[src/rtl/blackjack_pkg.sv]
// Shared deck parameters, FSM state encoding and the load-phase helper for deck_receiver.
package blackjack_pkg;

  localparam int DECK_SIZE     = 52;
  localparam int CARD_W        = 6;
  localparam int LOAD_INTERVAL = 2;

  localparam int PHASE_W = (LOAD_INTERVAL > 1) ? $clog2(LOAD_INTERVAL) : 1;
  localparam int PTR_W   = $clog2(DECK_SIZE + 1);
  localparam int ADDR_W  = $clog2(DECK_SIZE);

  localparam logic [1:0] ST_IDLE  = 2'd0;
  localparam logic [1:0] ST_LOAD  = 2'd1;
  localparam logic [1:0] ST_READY = 2'd2;
  localparam logic [1:0] ST_EMPTY = 2'd3;

  function automatic logic [PHASE_W-1:0] phase_next(input logic [PHASE_W-1:0] p);
    if (p == PHASE_W'(LOAD_INTERVAL - 1)) begin
      return {PHASE_W{1'b0}};
    end else begin
      return p + PHASE_W'(1);
    end
  endfunction

endpackage

[src/rtl/deck_ram.sv]
// Deck storage: one synchronous write port and one registered read port that holds between reads.
module deck_ram #(
  parameter int DEPTH = 52,
  parameter int WIDTH = 6,
  parameter int AW    = 6
) (
  input  logic             clk,
  input  logic             rst_n,
  input  logic             wr_en,
  input  logic [AW-1:0]    wr_addr,
  input  logic [WIDTH-1:0] wr_data,
  input  logic             rd_en,
  input  logic [AW-1:0]    rd_addr,
  output logic [WIDTH-1:0] rd_data
);

  logic [WIDTH-1:0] mem_q [DEPTH];
  logic [WIDTH-1:0] rd_data_q;

  // Array contents are not reset; they are only read after being written.
  always_ff @(posedge clk) begin
    if (wr_en) begin
      mem_q[wr_addr] <= wr_data;
    end
  end

  always_ff @(posedge clk or negedge rst_n) begin
    if (!rst_n) begin
      rd_data_q <= {WIDTH{1'b0}};
    end else if (rd_en) begin
      rd_data_q <= mem_q[rd_addr];
    end
  end

  assign rd_data = rd_data_q;

endmodule

[src/rtl/deck_receiver.sv]
// Captures the shuffled deck from the shuffler and deals it one card per request.
// Optional duplicate/range checker enabled by the DECK_DUP_CHECK_EN macro.
module deck_receiver
  import blackjack_pkg::*;
(
  input  logic              clk,
  input  logic              rst_n,
  input  logic              load_flag,
  input  logic [CARD_W-1:0] card_in,
  input  logic              deal_req,
  output logic              deal_valid,
  output logic [CARD_W-1:0] deal_card,
  output logic [CARD_W-1:0] cards_left,
  output logic              deck_ready,
  output logic              deck_empty,
  output logic              reshuffle_req,
  output logic              load_error
);

  logic [1:0]         state_q, state_d;
  logic [PHASE_W-1:0] phase_q, phase_d;
  logic [PTR_W-1:0]   wptr_q, wptr_d;
  logic [PTR_W-1:0]   rptr_q, rptr_d;
  logic [CARD_W-1:0]  cards_left_q, cards_left_d;
  logic               deal_valid_q, deal_valid_d;
  logic               capture_s;
  logic               deal_s;

  always_comb begin
    state_d      = state_q;
    phase_d      = phase_q;
    wptr_d       = wptr_q;
    rptr_d       = rptr_q;
    cards_left_d = cards_left_q;
    deal_valid_d = 1'b0;
    capture_s    = 1'b0;
    deal_s       = 1'b0;
    case (state_q)
      ST_IDLE: begin
        if (load_flag) begin
          state_d = ST_LOAD;
          phase_d = {PHASE_W{1'b0}};
        end else begin
          state_d = ST_IDLE;
        end
      end
      ST_LOAD: begin
        // An aborted load discards everything captured so far.
        if (!load_flag) begin
          state_d      = ST_IDLE;
          phase_d      = {PHASE_W{1'b0}};
          wptr_d       = {PTR_W{1'b0}};
          cards_left_d = {CARD_W{1'b0}};
        end else begin
          phase_d = phase_next(phase_q);
          if (phase_q == {PHASE_W{1'b0}}) begin
            capture_s    = 1'b1;
            wptr_d       = wptr_q + PTR_W'(1);
            cards_left_d = CARD_W'(wptr_q + PTR_W'(1));
            if (wptr_q == PTR_W'(DECK_SIZE - 1)) begin
              state_d = ST_READY;
              rptr_d  = {PTR_W{1'b0}};
            end else begin
              state_d = ST_LOAD;
            end
          end else begin
            capture_s = 1'b0;
          end
        end
      end
      ST_READY: begin
        if (deal_req) begin
          deal_s       = 1'b1;
          deal_valid_d = 1'b1;
          rptr_d       = rptr_q + PTR_W'(1);
          cards_left_d = cards_left_q - CARD_W'(1);
          if (cards_left_q == CARD_W'(1)) begin
            state_d = ST_EMPTY;
          end else begin
            state_d = ST_READY;
          end
        end else begin
          deal_s = 1'b0;
        end
      end
      ST_EMPTY: begin
        state_d = ST_EMPTY;
      end
      default: begin
        state_d = ST_IDLE;
      end
    endcase
  end

  always_ff @(posedge clk or negedge rst_n) begin
    if (!rst_n) begin
      state_q      <= ST_IDLE;
      phase_q      <= {PHASE_W{1'b0}};
      wptr_q       <= {PTR_W{1'b0}};
      rptr_q       <= {PTR_W{1'b0}};
      cards_left_q <= {CARD_W{1'b0}};
      deal_valid_q <= 1'b0;
    end else begin
      state_q      <= state_d;
      phase_q      <= phase_d;
      wptr_q       <= wptr_d;
      rptr_q       <= rptr_d;
      cards_left_q <= cards_left_d;
      deal_valid_q <= deal_valid_d;
    end
  end

  deck_ram #(
    .DEPTH (DECK_SIZE),
    .WIDTH (CARD_W),
    .AW    (ADDR_W)
  ) u_deck_ram (
    .clk     (clk),
    .rst_n   (rst_n),
    .wr_en   (capture_s),
    .wr_addr (wptr_q[ADDR_W-1:0]),
    .wr_data (card_in),
    .rd_en   (deal_s),
    .rd_addr (rptr_q[ADDR_W-1:0]),
    .rd_data (deal_card)
  );

`ifdef DECK_DUP_CHECK_EN
  logic [DECK_SIZE-1:0] seen_q, seen_d;
  logic                 load_error_q, load_error_d;
  logic                 dup_s;
  logic                 range_err_s;

  // Out-of-range codes match no seen bit, so they only raise the range error.
  always_comb begin
    seen_d      = seen_q;
    dup_s       = 1'b0;
    range_err_s = (card_in >= CARD_W'(DECK_SIZE));
    for (int i = 0; i < DECK_SIZE; i++) begin
      seen_d[i] = seen_q[i] | (capture_s & (card_in == CARD_W'(i)));
      dup_s     = dup_s | (seen_q[i] & (card_in == CARD_W'(i)));
    end
    load_error_d = load_error_q | (capture_s & (dup_s | range_err_s));
  end

  always_ff @(posedge clk or negedge rst_n) begin
    if (!rst_n) begin
      seen_q       <= {DECK_SIZE{1'b0}};
      load_error_q <= 1'b0;
    end else begin
      seen_q       <= seen_d;
      load_error_q <= load_error_d;
    end
  end

  assign load_error = load_error_q;
`else
  assign load_error = 1'b0;
`endif

  assign deal_valid    = deal_valid_q;
  assign cards_left    = cards_left_q;
  assign deck_ready    = (state_q == ST_READY);
  assign deck_empty    = (state_q == ST_EMPTY);
  assign reshuffle_req = (state_q == ST_EMPTY);

endmodule

[config.mk]
export PLATFORM = sky130hd
export DESIGN_NAME = deck_receiver
export DESIGN_NICKNAME = d
export VERILOG_FILES = /design/src/rtl/blackjack_pkg.sv /design/src/rtl/deck_ram.sv /design/src/rtl/deck_receiver.sv
export SDC_FILE = /design/constraint.sdc
export NUM_CORES = 1
export LEC_CHECK = 0
export BUFFER_PORTS_ARGS = -buffer_cell sky130_fd_sc_hd__buf_2
export CAP_MARGIN = 5
export CORE_AREA = 2 2 153 155
export CTS_CLUSTER_DIAMETER = 120
export DETAILED_ROUTE_END_ITERATION = 10
export DIE_AREA = 0 0 155 157
export MAX_ROUTING_LAYER = met4
export PLACE_DENSITY = 0.78
export SLEW_MARGIN = 20
export SYNTH_ARGS = -nofsm -noshare
export SYNTH_HDL_FRONTEND = slang
export SYNTH_HIERARCHICAL = 1
export SYNTH_SLANG_ARGS = --single-unit
export TNS_END_PERCENT = 50
[constraint.sdc]
create_clock -name clk -period 2.54 [get_ports clk]
set_input_delay 0.381 -clock clk [delete_from_list [all_inputs] [get_ports clk]]
set_output_delay 0.381 -clock clk [all_outputs]
set_load 0.05 [all_outputs]
==> reports/qor.tcl, run 1 <==
set qor(synth.net_count) 759
set qor(grt_max_degree) 53
set qor(register_area_share_after_synthesis_pct) 72.87
set qor(post-route-drc-count) 0
set qor(area_delta_synth_final_pct) 14.09
set qor(cts_tree) {yes}
set qor(edff_count_synth) 312
set qor(start_kind) {flip-flop}
set qor(critical_path_rt_ns) 2.97
set qor(run_status) {complete, no violations}
set qor(count_of_nets_left_with_antenna_violations_after_detail_routing) 0
set qor(synth_instances) 745
set qor(timing.setup.critical_path_class) {reg2reg}
set qor(crit_chain) {buf_12 > mux4_1 > nand2b_1 > o221ai_1 > a2111oi_0 > a211o_1}
set qor(global_route_wire_length_before_repair_mm) 46.97
set qor(drt-initial-drc-count) 1031
set qor(number_of_antenna_violations_at_the_first_check_in_global_routing) 1
set qor(die_area_mm2) 0.02434
set qor(wirelength_mm) 30.57
set qor(postSynth.asyncResetShare_pct) 8.235
set qor(fin_area_mm2) 0.01577
set qor(cts_made_buffers) 35
set qor(hpwlAfterDp_mm) 19.04
set qor(peakVddDrop_uv) 676.2
set qor(clock_latency_ns) 0.51
set qor(io_pins) 27
set qor(final_cells) 1153
set qor(cts.clk_slew.worst_paths_ns) 0.06
set qor(hold_ws_ns) 0.2950
set qor(dominantRegCellSynth) {edfxtp_1}
set qor(rsz0062_at_grt) {no}
set qor(rel_slew_slack_pct) 32.43
set qor(num_vias) 7567
set qor(final_net_count) 856
set qor(critical_path_peak_fanout) 16
set qor(cts_sinks) 340
set qor(synth.yosys.warnings) 6
set qor(globalRouteTotalUtil_pct) 27.11
set qor(drv_cap) 0
set qor(leakagePower_nw) 5.249
set qor(cts-root-to-sink-buffers) 3
set qor(floorplan.die.width_um) 155
set qor(final_hold_viol_count) 0
set qor(slowest_delay_ns) 0.90
set qor(post-route-util_pct) 70.06
set qor(place_ws_ns) 0.04498
set qor(report.final.setup_viol) 0
set qor(via_per_inst) 6.563
set qor(power.density_cell_area_mw_per_mm2) 737.7
set qor(post_route_cells_drive_above_1_share_pct) 23.76
set qor(detailed_place.area_mm2) 0.01461
set qor(final_period_minus_worst_setup_slack_ns) 2.521
set qor(cts_htree_levels) 2
set qor(floorplan_die_height_um) 157
set qor(initial_core_util_pct) 61.41
set qor(rows) 55
set qor(placed_cells) 1089
set qor(critPathArrivalTime_ns) 2.95
set qor(postSynthRegisterBits) 340
set qor(timing.setup.tns_ns) 0
set qor(final.setup_skew_ns) 0.01638
set qor(timing.critical_path.slowest_stage_cell) {a2111oi_0}
set qor(end_kind) {flip-flop}
set qor(area_of_the_mapped_netlist_mm2) 0.01382
set qor(hold_path_class) {in2reg}
set qor(synthesis.area_per_instance_um2) 18.55
set qor(numPortBuffers) 25
set qor(wire_per_inst_um) 26.51
set qor(timing.final.max_slew_violations) 0
set qor(setup_slack_ns) 0.01872
set qor(global_route.overflow_total) 0
set qor(first_pass_iters) 6
set qor(floorplan.core_area_mm2) 0.02250
set qor(synth.distinct_cells) 59
set qor(final_weighted_congestion_of_routability_driven_global_placement) 0.9406
set qor(max_slew.worst_pin.slew_ns) 1.014
set qor(root_buffer) {clkbuf_16}
set qor(layout_common_cells) {edfxtp_1 (312), nor2_1 (65), buf_4 (65)}
set qor(min_period_over_period_pct) 99.26
set qor(final_common_cell) {edfxtp_1}
set qor(report.power.total_mw) 11.63
set qor(vias_in_the_first_global_route) 7629
set qor(achievable-frequency_ghz) 0.3966
[path summary, 6_finish.rpt]
path | cells after the start | from | slack, ns | to
max in group asynchronous | 2 | rst_n | 1.60 | rptr_q[0]
hold / removal | 3 | load_flag | 0.29 | state_q[0]
min in group asynchronous | 2 | rst_n | 0.44 | u_deck_ram/rd_data[2]
setup / recovery | 6 | rptr_q[0] | 0.02 | u_deck_ram/rd_data[5]
hold reg to reg | 2 | phase_q | 0.55 | phase_q
setup reg to reg | 6 | rptr_q[0] | 0.02 | u_deck_ram/rd_data[5]
[cells in the mapped netlist, types with 3 or more instances]
| master | count | share of area, % |
|---|---|---|
| a21oi_1 | 6 | 0.22 |
| and3_1 | 3 | 0.14 |
| nor2b_1 | 6 | 0.27 |
| buf_4 | 6 | 0.33 |
| inv_1 | 10 | 0.27 |
| nand4_1 | 4 | 0.18 |
| and2_1 | 7 | 0.32 |
| buf_2 | 10 | 0.36 |
| clkbuf_1 | 7 | 0.19 |
| a211o_1 | 4 | 0.25 |
| buf_12 | 3 | 0.43 |
| a31oi_1 | 6 | 0.27 |
| a211oi_1 | 7 | 0.38 |
| nor2_1 | 65 | 1.8 |
| nor3_1 | 7 | 0.25 |
| o22ai_1 | 8 | 0.36 |
| nand3b_1 | 4 | 0.22 |
| mux4_2 | 47 | 7.7 |
| a22o_1 | 3 | 0.19 |
| xor2_1 | 5 | 0.32 |
| nand3_1 | 17 | 0.62 |
| inv_2 | 3 | 0.081 |
| o221ai_1 | 9 | 0.57 |
| buf_6 | 5 | 0.41 |
| ha_1 | 4 | 0.36 |
| mux4_1 | 27 | 5.1 |
| dfrtp_1 | 28 | 5.1 |
| a22oi_1 | 5 | 0.27 |
| o21ai_0 | 15 | 0.54 |
| nand2b_1 | 11 | 0.50 |
| a221oi_1 | 4 | 0.25 |
| edfxtp_1 | 312 | 68 |
| nand2_1 | 42 | 1.1 |
| a2111oi_0 | 5 | 0.32 |
| mux2i_1 | 11 | 0.80 |
[area by class of cell]
cell class                      count  area [um2]
Inverter                           13       48.80
Clock buffer                       43       948.4
Timing Repair Buffer               95       703.2
Fill cell                        1337        6738
Sequential cell                   340       10070
Tap cell                          285       356.6
Multi-Input combinational cell    357        3441
Antenna cell                        1       2.502
Clock inverter                     19       190.2
[where the power goes]
group / switching (mW) / internal [mW] / leakage, nW
clock network: 2.08 / 2.98 / 0.533
registers: 0.0673 / 6.15 / 3.18
logic: 0.249 / 0.0979 / 1.54
total: 2.40 / 9.23 / 5.25
[repair_timing]
action	4_1_cts	5_1_grt
hold buffers	1	0
resized for setup	0	2
setup buffers	0	0
hold endpoints to repair	28	0
endpoints found under the setup margin	0	2
[metal layers]
layer / vias to the layer above / part of all wire [%] / GRT usage (%)
met3: 74 / 8.6 / 4.983
met1: 3876 / 39 / 36.88
met5: - / 0 / -
met4: 0 / 3.2 / 8.554
met2: 395 / 49 / 42.65
li1: 3222 / - / -
[kinds of logic after synthesis]
| kind of cell | after synthesis | synth area share, % |
|---|---|---|
| muxes | 86 | 13.67 |
| and+or+nand+nor | 179 | 6.248 |
| DFF | 340 | 72.87 |
| adders and majority gates | 4 | 0.3622 |
| AOI/OAI and AO/OA | 81 | 4.192 |
| xor gates and xnor gates | 6 | 0.3803 |
| buffers and inverters | 48 | 2.246 |
| other | 1 | 0.02714 |
[sequential cells by signal, summed over array words and instances (netlist names)]
name                count
u_deck_ram/mem_q      312
deal_valid              1
phase_q                 1
cards_left              6
u_deck_ram/rd_data      6
rptr_q                  6
wptr_q                  6
state_q                 2
[critical path: cells and delay by family (launching register included)]
| kind | cells | cell delay (ns) |
|---|---|---|
| AO/OA/AOI/OAI | 3 | 1.32 |
| buffers and inverters | 1 | 0.17 |
| flip-flops | 1 | 0.52 |
| multiplexers | 1 | 0.32 |
| AND/OR/NAND/NOR | 1 | 0.11 |
No activity file was read; power rests on OpenSTA's default activity.
==> run 2, diff against run 1 <==
Settings changed: ABC_AREA set to 1, CORE_AREA 2 2 153 155 to 2 2 156 158, DIE_AREA 0 0 155 157 to 0 0 158 160, PLACE_DENSITY 0.78 to 0.79, REMOVE_ABC_BUFFERS set to 1.
==> reports/qor.tcl, run 2 <==
set qor(timing.setup.critical_path_class) {reg2reg}
set qor(cts_htree_levels) 2
set qor(report.power.total_mw) 11.06
set qor(leakagePower_nw) 6.400
set qor(first_pass_iters) 6
set qor(critical_path_peak_fanout) 15
set qor(cts_made_buffers) 34
set qor(timing.final.max_slew_violations) 0
set qor(root_buffer) {clkbuf_16}
set qor(end_kind) {flip-flop}
set qor(max_slew.worst_pin.slew_ns) 0.7174
set qor(drv_cap) 0
set qor(fin_area_mm2) 0.01643
set qor(reg2reg_slack_ns) 0.24
set qor(leading_area_contributor_after_synthesis) {edfxtp_1}
set qor(count_of_nets_left_with_antenna_violations_after_detail_routing) 0
set qor(rsz0062_at_grt) {no}
set qor(critPathArrivalTime_ns) 2.51
set qor(initial_core_util_pct) 61.47
set qor(io_pins) 27
set qor(die_area_mm2) 0.02528
set qor(timing.setup.tns_ns) 0
set qor(wire_per_inst_um) 19.62
set qor(floorplan_die_height_um) 160
set qor(yosysMostFrequentCell) {nand2_1}
set qor(achievable-frequency_ghz) 0.4353
set qor(register_area_share_after_synthesis_pct) 68.77
set qor(hpwlAfterDp_mm) 21.62
set qor(synth.distinct_cells) 31
set qor(postSynth.asyncResetShare_pct) 8.235
set qor(post-route-util_pct) 68.98
set qor(final.setup_skew_ns) 0.01512
set qor(floorplan.die.width_um) 158
set qor(dominantRegCellSynth) {edfxtp_1}
set qor(area_delta_synth_final_pct) 12.23
set qor(run_status) {complete, no violations}
set qor(final_period_minus_worst_setup_slack_ns) 2.297
set qor(cts.clk_slew.worst_paths_ns) 0.06
set qor(post-synth-top-area-fraction_pct) 63.99
set qor(cts_sinks) 340
set qor(grt_max_degree) 76
set qor(final_hold_viol_count) 0
set qor(final_common_cell) {nand2_1}
set qor(largest_register_ffs) 312
set qor(via_per_inst) 5.895
set qor(floorplan.core_area_mm2) 0.02382
set qor(postSynthRegisterBits) 340
set qor(final_net_count) 1459
set qor(layout_common_cells) {nand2_1 (441), edfxtp_1 (312), nand3_1 (218)}
set qor(setup_slack_ns) 0.2425
set qor(edff_count_synth) 312
set qor(grt_busiest_layer) {met2}
set qor(hold_path_class) {in2reg}
set qor(rows) 57
set qor(timing.critical_path.slowest_stage_cell) {dfrtp_1}
set qor(min_period_over_period_pct) 90.45
set qor(area_of_the_mapped_netlist_mm2) 0.01464
set qor(start_kind) {flip-flop}
set qor(cts_tree) {yes}
set qor(post-route-drc-count) 0
set qor(slowest_delay_ns) 0.60
set qor(synth.yosys.warnings) 6
set qor(rel_slew_slack_pct) 52.18
set qor(vias_in_the_first_global_route) 10040
set qor(post_synth_main_area_contributors) {edfxtp_1 (64%), nand2_1 (11%), nand3_1 (7.5%)}
set qor(clock_latency_ns) 0.51
set qor(critical_path_rt_ns) 2.76
set qor(power.density_cell_area_mw_per_mm2) 672.9
set qor(insertedDiodeCount) 0
set qor(place_ws_ns) 0.2726
set qor(synth_instances) 1387
set qor(max_flop_register) {u_deck_ram/mem_q}
set qor(report.final.setup_viol) 0
set qor(grt_util_met3_pct) 3.636
set qor(wirelength_mm) 35.09
set qor(drt-initial-drc-count) 1573
set qor(post_route_cells_drive_above_1_share_pct) 10.17
set qor(crit_chain) {inv_1 > nand4_1 > nor2_1 > buf_4}
set qor(numPortBuffers) 25
set qor(number_of_antenna_violations_at_the_first_check_in_global_routing) 0
set qor(post_synth_most_frequent_cells) {nand2_1 (441), edfxtp_1 (312), nand3_1 (218)}
set qor(global_route.overflow_total) 0
set qor(num_vias) 10550
set qor(peakVddDrop_uv) 485.6
set qor(fillerInstances) 1691
set qor(synthesis.area_per_instance_um2) 10.56
set qor(global_route_wire_length_before_repair_mm) 53.43
set qor(detailed_place.area_mm2) 0.01545
set qor(cts-root-to-sink-buffers) 3
set qor(grt.met2_usage_pct) 45.89
set qor(final_weighted_congestion_of_routability_driven_global_placement) 0.9667
set qor(globalRouteTotalUtil_pct) 28.99
set qor(grt_use_met1_pct) 38.88
==> run 2: changes by cell type in the layout (fill, tap and decap cells not counted), sizes merged, moves of 40 or more <==
cell / change
inv: +71
mux4: -74
nand2: +402
nand3: +201
nor2: +69
o21ai: +40
==> run 2: metrics by stage <==
stage	hold WS, ns	cells
floorplan	0.08541	1316
global placement	0.4636	1732
detailed placement	0.4708	1732
CTS	0.2432	1789
global route	0.2799	1789
finish	0.2475	1789
==> run 2: area by class of cell <==
type,count,area (um2),share of cell area (%)
inverters,85,329.1,2.003
clock buffers,49,938.4,5.711
well taps,324,405.4,2.467
clock inverters,7,37.54,0.2284
repair buffers,93,775.7,4.721
multi-input cells,891,3871,23.56
flip-flops and latches,340,10070,61.31
==> run 2: final timing paths <==
check	to	cells after the start	startpoint
setup / recovery	u_deck_ram/mem_q[22][4]	4	wptr_q[0]
max in group asynchronous	rptr_q[0]	2	rst_n
setup reg to reg	u_deck_ram/mem_q[22][4]	4	wptr_q[0]
min in group asynchronous	cards_left[3]	2	rst_n
hold reg to reg	u_deck_ram/rd_data[2]	2	u_deck_ram/rd_data[2]
hold / removal	state_q[0]	5	deal_req
==> run 2: worst max-delay path: cells and delay by family (launching register included) <==
family        cells  cell delay (ns)
flops             1             0.60
buf+inv           2             0.55
simple gates      2             0.84
==> run 2: cells by family after synthesis <==
family,after synthesis,share of synthesized area [%]
compound gates,64,2.273
buf+inv,156,4.785
fa+ha+maj,4,0.3418
xor+xnor,4,0.2393
other cells,1,0.02561
simple gates,818,23.56
flops,340,68.77
==> run 2: metal layers <==
metal / vias up / routed length [um]
met5: - / 0
met4: 0 / 1332
met3: 98 / 3287
met2: 629 / 17140
met1: 4999 / 13340
li1: 4821 / -
==> run 2: repair_timing <==
action                     4_1_cts  5_1_grt
buffers inserted                 0        0
setup endpoints to repair        0        0
resized for setup                0        0
hold endpoints to repair        28        0
hold buffers                     1        0
==> run 2: power by group <==
| group | internal, mW | leakage [nW] | switching, mW |
|---|---|---|---|
| registers | 6.12 | 3.16 | 0.00988 |
| logic | 0.112 | 2.77 | 0.338 |
| clock network | 2.56 | 0.473 | 1.92 |
| total | 8.79 | 6.40 | 2.27 |
==> run 3, diff against run 2 <==
Settings changed: CORE_AREA 2 2 156 158 to 2 2 160 162, DIE_AREA 0 0 158 160 to 0 0 162 164, PLACE_DENSITY 0.79 to 0.76.
==> reports/qor.tcl, run 3 (synthesis results as in run 2) <==
set qor(critical_path_rt_ns) 2.76
set qor(insertedDiodeCount) 0
set qor(max_flop_register) {u_deck_ram/mem_q}
set qor(final.setup_skew_ns) 0.01630
set qor(cts.clk_slew.worst_paths_ns) 0.06
set qor(post_route_cells_drive_above_1_share_pct) 11.25
set qor(wirelength_mm) 34.67
set qor(min_period_over_period_pct) 88.96
set qor(timing.rr.start) {state_q[1]}
set qor(cts-root-to-sink-buffers) 3
set qor(rsz0062_at_grt) {no}
set qor(clock_latency_ns) 0.51
set qor(global_route_wire_length_before_repair_mm) 54.41
set qor(cts_htree_levels) 2
set qor(count_of_nets_left_with_antenna_violations_after_detail_routing) 0
set qor(floorplan.core_area_mm2) 0.02482
set qor(root_buffer) {clkbuf_16}
set qor(hold_ws_ns) 0.2386
set qor(drv_cap) 0
set qor(max_slew.worst_pin.slew_ns) 0.7059
set qor(largest_register_ffs) 312
set qor(hold_path_class) {in2reg}
set qor(grt_max_degree) 67
set qor(fillerInstances) 1845
set qor(critical_path_peak_fanout) 11
set qor(timing.final.max_slew_violations) 0
set qor(globalRouteTotalUtil_pct) 27.71
set qor(vias_in_the_first_global_route) 9821
set qor(timing.reg2reg.worst_path_depth) 8
set qor(end_kind) {flip-flop}
set qor(peakVddDrop_uv) 692.5
set qor(power.density_cell_area_mw_per_mm2) 691.5
set qor(power.share.sequential_pct) 53.5
set qor(critical_path.reg2reg.endpoint) {u_deck_ram/mem_q[46][5]}
set qor(cts_repair_resize_count) 0
set qor(hold_end) {state_q[0]}
set qor(initial_core_util_pct) 58.99
set qor(start_kind) {flip-flop}
set qor(report.power.total_mw) 11.47
set qor(achievable-frequency_ghz) 0.4426
set qor(num_vias) 10270
set qor(cts_sinks) 340
set qor(final_net_count) 1465
set qor(place_ws_ns) 0.3222
set qor(cts_post_setup_buffers_inserted) 0
set qor(cts_tree) {yes}
set qor(wire_per_inst_um) 19.20
set qor(io_pins) 27
set qor(internal-power_mw) 9.106
set qor(first_pass_iters) 6
set qor(final_period_minus_worst_setup_slack_ns) 2.259
set qor(p_sw_share_pct) 20.59
set qor(rel_slew_slack_pct) 52.94
set qor(number_of_antenna_violations_at_the_first_check_in_global_routing) 0
set qor(post-route-drc-count) 0
set qor(final_common_cell) {nand2_1}
set qor(global_route.overflow_total) 0
set qor(final_weighted_congestion_of_routability_driven_global_placement) 0.8919
set qor(reg2reg_slack_ns) 0.28
set qor(final_hold_viol_count) 0
set qor(holdCritStartpoint) {deal_req}
set qor(floorplan.die.width_um) 162
set qor(critPathArrivalTime_ns) 2.48
set qor(total_switching_power_mw) 2.362
set qor(drt-initial-drc-count) 1088
set qor(area_delta_synth_final_pct) 13.26
set qor(setup_slack_ns) 0.2805
set qor(run_status) {complete, no violations}
set qor(rows) 58
set qor(numPortBuffers) 25
set qor(timing.setup.critical_path_class) {reg2reg}
set qor(hpwlAfterDp_mm) 20.71
set qor(gate_power_share_pct) 3.8
set qor(cts_made_buffers) 34
set qor(die_area_mm2) 0.02657
set qor(holdBufCountCts) 1
set qor(report.final.setup_viol) 0
set qor(clockPowerShare_pct) 42.8
set qor(layout_common_cells) {nand2_1 (441), edfxtp_1 (312), nand3_1 (218)}
set qor(leakagePower_nw) 6.481
set qor(floorplan_die_height_um) 164
set qor(timing.hold.worst_path_depth) 5
set qor(via_per_inst) 5.686
-- run 3: final cells by class --
type	instances	area, um2	area share [%]
timing repair buffer	99	808.3	4.874
tap	330	412.9	2.490
clock inverter	15	160.2	0.9657
inverter	85	329.1	1.984
multi-input combinational	891	3871	23.34
sequential	340	10070	60.75
clock buffer	46	927.1	5.591
-- run 3: worst max path at each step --
| stage | start | end | slack (ns) | cells after the start |
|---|---|---|---|---|
| floorplan | rptr_q[0] | u_deck_ram/rd_data[0] | -2.91 | 9 |
| global placement | load_flag | u_deck_ram/mem_q[46][0] | 0.36 | 8 |
| detailed placement | load_flag | u_deck_ram/mem_q[46][1] | 0.32 | 8 |
| CTS | state_q[1] | u_deck_ram/mem_q[42][4] | 0.32 | 9 |
| global route | state_q[1] | u_deck_ram/mem_q[33][1] | 0.15 | 8 |
| finish | state_q[1] | u_deck_ram/mem_q[46][5] | 0.28 | 8 |
-- run 3: power by group through the flow --
| stage | combinational (mW) | clock [mW] | sequential (mW) |
|---|---|---|---|
| final | 0.433 | 4.90 | 6.13 |
| after global routing | 0.475 | 5.19 | 6.13 |
| after CTS | 0.431 | 4.96 | 6.13 |
| after detailed placement | 0.426 | 0 | 6.25 |
| after global placement | 0.418 | 0 | 6.25 |
| after floorplan | 0.180 | 0 | 6.28 |
-- run 3: critical path: stages, from the launching register on --
cell and delay [ns]:
dfrtp_1 0.40, inv_2 0.11, nand2_2 0.09, nor2_4 0.11
nand2_2 0.08, inv_2 0.15, nand4_1 0.53, nor2_1 0.30
buf_4 0.20
-- run 3: stage by stage --
step           cells  area (um2)  TNS [ns]  utilization, %
2_1_floorplan   1316       14270    -22.50               -
3_3_place_gp    1744       15490         0           62.40
3_5_place_dp    1744       15490         0           62.40
4_1_cts         1806       16580         0           66.82
5_1_grt         1806       16580         0           66.82
6_report        1806       16580         0           66.82
-- run 3: per-layer routing --
layer  up-vias  GRT usage, %  wire length (um)
li1       4831             -                 -
met1      4847         36.53             13800
met2       508         44.29             16900
met3        83         4.192              2807
met4         0         10.42              1158
met5         -             -                 0
